**config.mk**
```make
export PLATFORM = sky130hd
export DESIGN_NAME = pc_unit
export DESIGN_NICKNAME = d
export VERILOG_FILES = /design/src/rtl/pc_pkg.sv /design/src/rtl/pc_stack.sv /design/src/rtl/pc_unit.sv
export SDC_FILE = /design/constraint.sdc
export NUM_CORES = 1
export LEC_CHECK = 0
export BUFFER_PORTS_ARGS = -buffer_cell sky130_fd_sc_hd__buf_2
export CAP_MARGIN = 20
export CORE_MARGIN = 3
export CORE_UTILIZATION = 47
export CTS_CLUSTER_DIAMETER = 30
export DETAILED_ROUTE_END_ITERATION = 8
export GPL_TIMING_DRIVEN = 0
export HOLD_SLACK_MARGIN = 0.15
export MAX_ROUTING_LAYER = met4
export PLACE_DENSITY_LB_ADDON = 0.1
export SKIP_CTS_REPAIR_TIMING = 1
export SLEW_MARGIN = 5
export SYNTH_ARGS = -nofsm -noshare
export SYNTH_HDL_FRONTEND = slang
export SYNTH_SLANG_ARGS = --single-unit
```
**constraint.sdc**
```tcl
create_clock -name clk -period 2.35 [get_ports clk]
set_input_delay 0.235 -clock clk [delete_from_list [all_inputs] [get_ports clk]]
set_output_delay 0.235 -clock clk [all_outputs]
set_load 0.1 [all_outputs]
```
**src/rtl/pc_pkg.sv**
```systemverilog
// pc_pkg: shared types and default parameters for the program counter.
// Opcodes are produced by the priority decode inside pc_unit.
package pc_pkg;

  localparam int PC_WIDTH_DEF = 8;
  localparam int PC_STEP_DEF  = 1;
  localparam int PC_DEPTH_DEF = 4;

  typedef enum logic [2:0] {
    PC_HOLD,
    PC_INC,
    PC_BR,
    PC_LOAD,
    PC_CALL,
    PC_RET
  } pc_op_e;

endpackage

```
**src/rtl/pc_stack.sv**
```systemverilog
// pc_stack: DEPTH x WIDTH LIFO holding return addresses.
// Push on full and pop on empty are ignored; the caller flags them.
module pc_stack #(
  parameter int WIDTH = 8,
  parameter int DEPTH = 4
) (
  input  logic             clk,
  input  logic             rst_n,
  input  logic             push_i,
  input  logic             pop_i,
  input  logic [WIDTH-1:0] data_i,
  output logic [WIDTH-1:0] top_o,
  output logic             full_o,
  output logic             empty_o
);

  localparam int PW = $clog2(DEPTH + 1);
  localparam int AW = (DEPTH > 1) ? $clog2(DEPTH) : 1;

  logic [PW-1:0]    ptr_q, ptr_d;
  logic [AW-1:0]    wr_idx, rd_idx;
  logic [WIDTH-1:0] mem_q [DEPTH];

  assign full_o  = (ptr_q == PW'(DEPTH));
  assign empty_o = (ptr_q == '0);
  assign wr_idx  = AW'(ptr_q);
  assign rd_idx  = AW'(ptr_q - 1'b1);
  assign top_o   = mem_q[rd_idx];

  always_comb begin
    ptr_d = ptr_q;
    if (push_i && !full_o) begin
      ptr_d = ptr_q + 1'b1;
    end else if (pop_i && !empty_o) begin
      ptr_d = ptr_q - 1'b1;
    end
  end

  always_ff @(posedge clk or negedge rst_n) begin
    if (!rst_n) begin
      ptr_q <= '0;
    end else begin
      ptr_q <= ptr_d;
    end
  end

  // Contents are don't-care after reset, so storage has no reset.
  always_ff @(posedge clk) begin
    if (push_i && !full_o) begin
      mem_q[wr_idx] <= data_i;
    end
  end

endmodule

```
**src/rtl/pc_unit.sv**
```systemverilog
// pc_unit: fetch-stage PC with increment, jump, branch and optional
// return stack (build with PC_STACK_EN to enable call/ret, ovf, unf).
module pc_unit
  import pc_pkg::*;
#(
  parameter int               WIDTH     = PC_WIDTH_DEF,
  parameter int               STEP      = PC_STEP_DEF,
  parameter logic [WIDTH-1:0] RESET_VEC = '0,
  parameter int               DEPTH     = PC_DEPTH_DEF
) (
  input  logic             clk,
  input  logic             rst_n,
  input  logic             en,
  input  logic             load,
  input  logic [WIDTH-1:0] load_addr,
  input  logic             br,
  input  logic [WIDTH-1:0] br_off,
  input  logic             call,
  input  logic             ret,
  output logic [WIDTH-1:0] pc,
  output logic [WIDTH-1:0] pc_next,
  output logic             wrap,
  output logic             ovf,
  output logic             unf
);

  pc_op_e           op;
  logic [WIDTH-1:0] pc_q, pc_d;
  logic             wrap_q, wrap_d;
  logic             ovf_q, ovf_d;
  logic             unf_q, unf_d;
  logic [WIDTH:0]   inc_sum;
  logic [WIDTH-1:0] inc_val, br_val;
  logic             carry;
  logic             call_act, ret_act;
  logic             push, pop;
  logic             stk_full, stk_empty;
  logic [WIDTH-1:0] stk_top;

  assign inc_sum = {1'b0, pc_q} + (WIDTH + 1)'(STEP);
  assign inc_val = inc_sum[WIDTH-1:0];
  assign carry   = inc_sum[WIDTH];
  assign br_val  = pc_q + br_off;

`ifdef PC_STACK_EN
  assign call_act = call;
  assign ret_act  = ret;

  pc_stack #(
    .WIDTH (WIDTH),
    .DEPTH (DEPTH)
  ) u_stack (
    .clk     (clk),
    .rst_n   (rst_n),
    .push_i  (push),
    .pop_i   (pop),
    .data_i  (inc_val),
    .top_o   (stk_top),
    .full_o  (stk_full),
    .empty_o (stk_empty)
  );
`else
  logic unused_stk;

  assign call_act   = 1'b0;
  assign ret_act    = 1'b0;
  assign stk_full   = 1'b0;
  assign stk_empty  = 1'b1;
  assign stk_top    = '0;
  assign unused_stk = ^{call, ret, push, pop};
`endif

  logic r_ret, r_call, r_load, r_br;

  assign r_ret  = en & ret_act;
  assign r_call = en & ~ret_act & call_act;
  assign r_load = en & ~ret_act & ~call_act & load;
  assign r_br   = en & ~ret_act & ~call_act & ~load & br;

  always_comb begin
    op = PC_INC;
    unique case (1'b1)
      !en:    op = PC_HOLD;
      r_ret:  op = PC_RET;
      r_call: op = PC_CALL;
      r_load: op = PC_LOAD;
      r_br:   op = PC_BR;
      default: op = PC_INC;
    endcase
  end

  always_comb begin
    pc_d   = pc_q;
    wrap_d = 1'b0;
    ovf_d  = ovf_q;
    unf_d  = unf_q;
    push   = 1'b0;
    pop    = 1'b0;
    unique case (op)
      PC_INC: begin
        pc_d   = inc_val;
        wrap_d = carry;
      end
      PC_BR:   pc_d = br_val;
      PC_LOAD: pc_d = load_addr;
      PC_CALL: begin
        pc_d = load_addr;
        push = ~stk_full;
        if (stk_full) ovf_d = 1'b1;
      end
      PC_RET: begin
        // Underflowing ret falls back to a plain sequential fetch.
        if (stk_empty) begin
          pc_d   = inc_val;
          wrap_d = carry;
          unf_d  = 1'b1;
        end else begin
          pc_d = stk_top;
          pop  = 1'b1;
        end
      end
      default: ;
    endcase
  end

  always_ff @(posedge clk or negedge rst_n) begin
    if (!rst_n) begin
      pc_q   <= RESET_VEC;
      wrap_q <= 1'b0;
      ovf_q  <= 1'b0;
      unf_q  <= 1'b0;
    end else begin
      pc_q   <= pc_d;
      wrap_q <= wrap_d;
      ovf_q  <= ovf_d;
      unf_q  <= unf_d;
    end
  end

  assign pc      = pc_q;
  assign pc_next = pc_d;
  assign wrap    = wrap_q;
  assign ovf     = ovf_q;
  assign unf     = unf_q;

endmodule

```
==> results of run 1 <==
## stage by stage
stage	setup WS [ns]	hold slack [ns]	area, sq um
global placement	-0.181	0.0964	1320
detailed placement	-0.206	0.100	1320
global route	-0.292	0.294	1600
floorplan	-1.03	-0.0606	1110
CTS	-0.488	-0.179	1350
finish	-0.226	0.283	1600
## how the worst min path moves through the flow
stage | start | endpoint | slack [ns] | depth (start not counted)
2_1_floorplan | rst_n | pc[0] | -0.06 | 0
5_1_grt | load_addr[4] | pc[4] | 0.29 | 3
3_5_place_dp | rst_n | pc[3] | 0.1 | 1
4_1_cts | rst_n | pc[4] | -0.18 | 1
6_report | load_addr[4] | pc[4] | 0.28 | 3
3_3_place_gp | rst_n | pc[1] | 0.1 | 1
## critical path, cell delays in order, from the launching register on
cell and delay [ns]:
dfrtp_4 0.52, ha_4 0.25, a21o_1 0.17, a21o_1 0.19, a211oi_4 0.29, xor2_1 0.12
o211ai_1 0.26, buf_6 0.26
## power by group
group          leakage [nW]  switching, mW  total (mW)  internal (mW)
combinational         0.572          0.714        1.09          0.374
sequential            0.104         0.0598       0.254          0.194
clock                0.0150         0.0618       0.128         0.0657
## cell usage in the layout, fill, tap and decap left out, types with 2 or more instances in the layout
master	count
nand3_1	5
a31oi_1	2
dfrtp_4	5
buf_12	5
mux2i_1	4
a21oi_4	2
a211oi_4	2
a21o_1	5
nand4_1	2
o21ai_4	2
dfrtp_2	2
nor2_1	4
buf_6	3
clkbuf_1	3
nand2b_1	4
o211ai_1	3
conb_1	2
nor2b_1	3
o21ai_2	3
buf_2	30
xor2_1	4
dfrtp_1	2
buf_4	13
a21oi_1	2
nand2_1	9
o21ai_0	3
xnor2_2	2
clkbuf_4	3
ha_4	7
## per-layer routing
metal  wire length [microns]  share of wire
met1                    1350           0.39
met2                    1760           0.51
met3                     248          0.071
met4                     113          0.033
met5                       0              0
## synthesized netlist by cell type (2+ instances only)
master,count
xnor2_1,3
ha_1,8
nand4_1,2
a31oi_1,3
nor2_1,4
nand2b_1,4
o211ai_1,3
nor2b_1,3
o21ai_0,9
a21o_1,5
nand3_1,6
dfrtp_1,9
a21oi_1,5
mux2i_1,4
clkbuf_1,2
buf_4,3
nand2_1,9
xor2_1,4
## cells by family (layout without fill, tap and decap cells)
group	count (synthesis)	count (layout)	share of synthesized area
xor gates and xnor gates	7	7	0.0641
adders and majority gates	9	9	0.125
other	1	2	0.00392
AOI/OAI and AO/OA	37	37	0.275
and+or+nand+nor	35	35	0.203
DFF	9	9	0.235
buffers and inverters	7	59	0.0405
muxes	5	5	0.0536
## registers in the layout (all words and copies together), names as in the netlist
name  cells
pc        8
wrap      1
## area by class of cell
class                           instances  area share
Multi-Input combinational cell         95       0.558
Timing Repair Buffer                   48       0.228
Clock buffer                            4      0.0164
Buffer                                  6      0.0219
Inverter                                1     0.00235
Sequential cell                         9       0.154
Tap cell                               25      0.0196
==> results by group, run 1 <==
Run status
  • Outcome: complete, but fails checks
  • Failing checks: negative setup slack

Timing
  • Final period util: 1.10
  • Fmax: 388 MHz
  • Slew at the pin with the worst max-slew slack: 0.592 ns
  • Slew margin rel.: 0.606
  • Final Max Slew Viols: 0
  • Post-route worst setup slack: -0.226 ns
  • Hold Violations, Final: 0
  • Crit path time final: 2.58 ns
  • Final Setup Violations: 5
  • Fin Clk Skew: 0.00369 ns
  • RSZ-0062 raised after global routing: yes
  • Post-route setup TNS: -0.682 ns

GRT
  • GR Util met2: 0.386
  • Met1 Resource Use GR: 0.283
  • Vias in the first global route: 978
  • First-pass GRT wire length: 4370 microns
  • Largest net degree at the start of global routing: 11
  • Most used routing layer: met2
  • Antenna violations before repair: 0
  • GR Overflow Total: 0
  • Met3 usage: 0.00875
  • GRT Total Usage: 0.224

Power
  • PD cells: 919 mW/mm^2
  • Peak supply drop: 0.672 mV
  • Static leakage: 0.691 nW
  • Total power: 1.47 mW

Place
  • Final GP Congestion: 0.818
  • # placed instances: 172
  • DP HPWL: 2110 microns
  • Port buffer count: 36

Route
  • Vias: 1163
  • Initial DRC Count: 71
  • Wire per inst: 18.5 microns
  • WL final: 3470 microns
  • DR vias/cell: 6.19
  • DRT antenna net count: 0
  • DRT Pass-1 Iters: 4
  • DRC: 0

Logic synthesis
  • Yosys top cell area share: 0.235
  • Synthesized area: 957 sq um
  • Avg Synthesized Cell Area: 8.70 sq um
  • Async set or reset register ratio after synthesis: 1.00
  • Post-synthesis register bit count: 9
  • Synth area leaders: dfrtp_1 24%, ha_1 10%, o21ai_0 4.7%, mux2i_1 4.2%, a21o_1 3.9%
  • Area leader, netlist: dfrtp_1
  • Post-synth EDFFs: 0
  • Post-synthesis cell count: 110
  • Yosys warning count: 0
  • Sequential area share after synthesis: 0.235
  • Synth cell types: 42
  • Top_reg_cell synth: dfrtp_1

Clock network
  • CTS Buf Count: 3
  • Root Buffer: clkbuf_4
  • Clk Latency, worst-skew pair: 0.27 ns
  • Clock Pin Slew Worst Setup and Hold Paths: 0.07 ns
  • CTS sink cnt: 9
  • CTS tree: done
  • Clock Path Buffers: 2
  • CTS H-tree depth: 1

Layout
  • # diodes: 0
  • Multi-input logic area: 891 sq um
  • Post-Layout Cell Count: 188
  • Area grow syn2layout: 66.9%
  • Sequential Area: 246 sq um
  • # fillers: 91
  • Finished Core Util: 0.878
  • Share of cells above drive strength 1: 0.540
  • Fin nets: 196

Setup path
  • Critical R2R Launch: pc[0]
  • CP endpoint kind: output port
  • Reg2Reg Depth: 8
  • Crit path kind: flip-flop to output port
  • Required @ worst endpoint: 2.12 ns
  • Worst setup path start: pc[4]
  • FF-to-FF setup slack: 0.27 ns
  • FF-to-FF End: pc[6]
  • Setup crit end: pc_next[7]
  • Worst endpoint data arrival time: 2.34 ns
  • Worst-path maximum fanout: 6
  • CP startpoint kind: flip-flop

Floorplanning
  • Starting Density: 0.526
  • Core Region: 0.00182 sq mm
  • Site row count: 15
  • Die area: 0.00261 sq mm
  • IO Pins: 42
  • Die height: 51.1 microns
  • Die width: 51.1 microns

Flow run
  • Max Cap Viol: 0

Worst hold path
  • Hold Crit Class: primary input to flip-flop
Power figures use the tool's default switching activity.
==> run 2, diff against run 1 <==
Settings changed: GPL_TIMING_DRIVEN 0 to unset.
Clock period 2.35 ns to 2.87 ns, I/O delays scaled along.
==> results by group, run 2 (synthesis gave the netlist of run 1 again) <==
Clock network
  • CTS sink cnt: 9 (unchanged)
  • CTS tree: done
  • CTS Buf Count: 3 (unchanged)
  • Clock Path Buffers: 2 (unchanged)
  • Clk Latency, worst-skew pair: 0.25 ns (-0.02 ns)
  • Clock Pin Slew Worst Setup and Hold Paths: 0.06 ns (about the same)
  • CTS H-tree depth: 1 (unchanged)
  • Root Buffer: clkbuf_4

Worst hold path
  • Hold Crit Class: primary input to flip-flop

Timing
  • Fmax: 368 MHz
  • Crit path time final: 2.72 ns
  • RSZ-0062 raised after global routing: no
  • Final hold slack: 0.347 ns (+0.0645 ns)
  • Final Setup Violations: 0 (-5)
  • Final period util: 0.948
  • Final Max Slew Viols: 0 (unchanged)
  • Hold Violations, Final: 0 (unchanged)
  • Fin Clk Skew: 0.00203 ns (-0.00167 ns)

Floorplanning
  • Die area: 0.00261 sq mm (unchanged)
  • Site row count: 15 (unchanged)
  • Die height: 51.1 microns (unchanged)
  • Starting Density: 0.526 (unchanged)
  • Core Region: 0.00182 sq mm (unchanged)
  • Die width: 51.1 microns (unchanged)
  • IO Pins: 42 (unchanged)

Power
  • Peak supply drop: 0.549 mV (-18%)
  • Combinational Power Share: 0.703 (-0.038)
  • Seq pwr share: 0.207 (+0.034)
  • Net switching power figure: 0.610 mW (-27%)
  • Static leakage: 0.589 nW (-15%)
  • PD cells: 761 mW/mm^2 (-17%)
  • Sw Share: 0.593 (+0.0238)
  • Int Pwr: 0.419 mW (-34%)
  • Power share of the clock group: 0.090 (+0.003)

Setup path
  • Required @ worst endpoint: 2.58 ns (+0.46 ns)
  • Crit path kind: flip-flop to output port
  • Worst-path maximum fanout: 8 (+2)
  • Worst endpoint data arrival time: 2.43 ns (+0.09 ns)
  • CP startpoint kind: flip-flop
  • CP endpoint kind: output port

Route
  • Wire per inst: 14.3 microns (-22%)
  • DRT Pass-1 Iters: 4 (unchanged)
  • DR vias/cell: 5.80 (-6.3%)
  • Initial DRC Count: 29 (-59%)
  • WL final: 2500 microns (-28%)
  • DRT antenna net count: 0 (unchanged)
  • Vias: 1009 (-13%)
  • DRC: 0 (unchanged)

GRT
  • GR Overflow Total: 0 (unchanged)
  • First-pass GRT wire length: 4200 microns (-3.9%)
  • Largest net degree at the start of global routing: 20 (+9)
  • Antenna violations before repair: 0 (unchanged)
  • GRT Total Usage: 0.212 (-0.0122)
  • Vias in the first global route: 970 (-0.82%)

Layout
  • Share of cells above drive strength 1: 0.436 (-0.104)
  • Commonest non-fill, non-tap cells in the layout: 35 x buf_2, 9 x nand2_1, 6 x nand3_1
  • Largest register FFs: 8 (unchanged)
  • Finished Core Util: 0.742 (-0.135)
  • Area grow syn2layout: 41.2%
  • Fin nets: 182 (-7.1%)
  • # diodes: 0 (unchanged)
  • Commonest non-fill, non-tap cell in the layout: buf_2

Flow run
  • Max Cap Viol: 0 (unchanged)

Place
  • DP HPWL: 2040 microns (-3.5%)
  • Final GP Congestion: 0.787 (-3.7%)
  • Port buffer count: 37 (+2.8%)

Run status
  • Outcome: finished clean
-- run 2: power by group through the flow --
stage,Combinational (mW),Clock [mW],Sequential (mW)
2_1_floorplan,0.426,0,0.362
3_3_place_gp,0.697,0,0.215
3_5_place_dp,0.711,0,0.218
4_1_cts,0.714,0.0946,0.215
5_1_grt,0.760,0.103,0.220
6_report,0.723,0.0930,0.213
-- run 2: worst max-delay path: stages, from the launching register on --
cell and delay, ns:
dfrtp_4 0.54, ha_4 0.25, a211oi_4 0.29, nor3_2 0.10, a211oi_4 0.26, xor2_1 0.10, o211ai_1 0.18, buf_2 0.46
-- run 2: worst paths after layout --
| check | start | to | slack, ns | cells after the start |
|---|---|---|---|---|
| max | pc[1] | pc_next[7] | 0.15 | 7 |
| min | load_addr[3] | pc[3] | 0.35 | 3 |
| max reg2reg | pc[0] | pc[6] | 0.76 | 7 |
| min reg2reg | pc[0] | pc[0] | 0.61 | 2 |
| max in group asynchronous | rst_n | pc[4] | 2.25 | 2 |
| min in group asynchronous | rst_n | pc[6] | 0.41 | 2 |
-- run 2: metal layers --
metal / track usage / part of all wire
met2: 0.378 / 0.53
met4: 0.0762 / 0.0028
met3: 0.0146 / 0.068
met5: - / 0
met1: 0.250 / 0.40
-- run 2: stage by stage --
| step | worst slack (ns) | power, mW | instances | TNS [ns] | area (sq um) |
|---|---|---|---|---|---|
| 2_1_floorplan | -0.509 | 0.789 | 111 | -1.02 | 1080 |
| 3_3_place_gp | 0.394 | 0.913 | 167 | 0 | 1300 |
| 3_5_place_dp | 0.350 | 0.929 | 167 | 0 | 1300 |
| 4_1_cts | 0.0789 | 1.02 | 171 | 0 | 1320 |
| 5_1_grt | 0.0403 | 1.08 | 174 | 0 | 1350 |
| 6_report | 0.150 | 1.03 | 174 | 0 | 1350 |
-- run 2: layout make-up --
type | instances | area (sq um)
clock buffers | 4 | 26.3
multi-input cells | 95 | 803
flip-flops and latches | 9 | 246
inverters | 1 | 3.75
repair buffers | 40 | 240
fillers | 149 | 469
well taps | 25 | 31.3
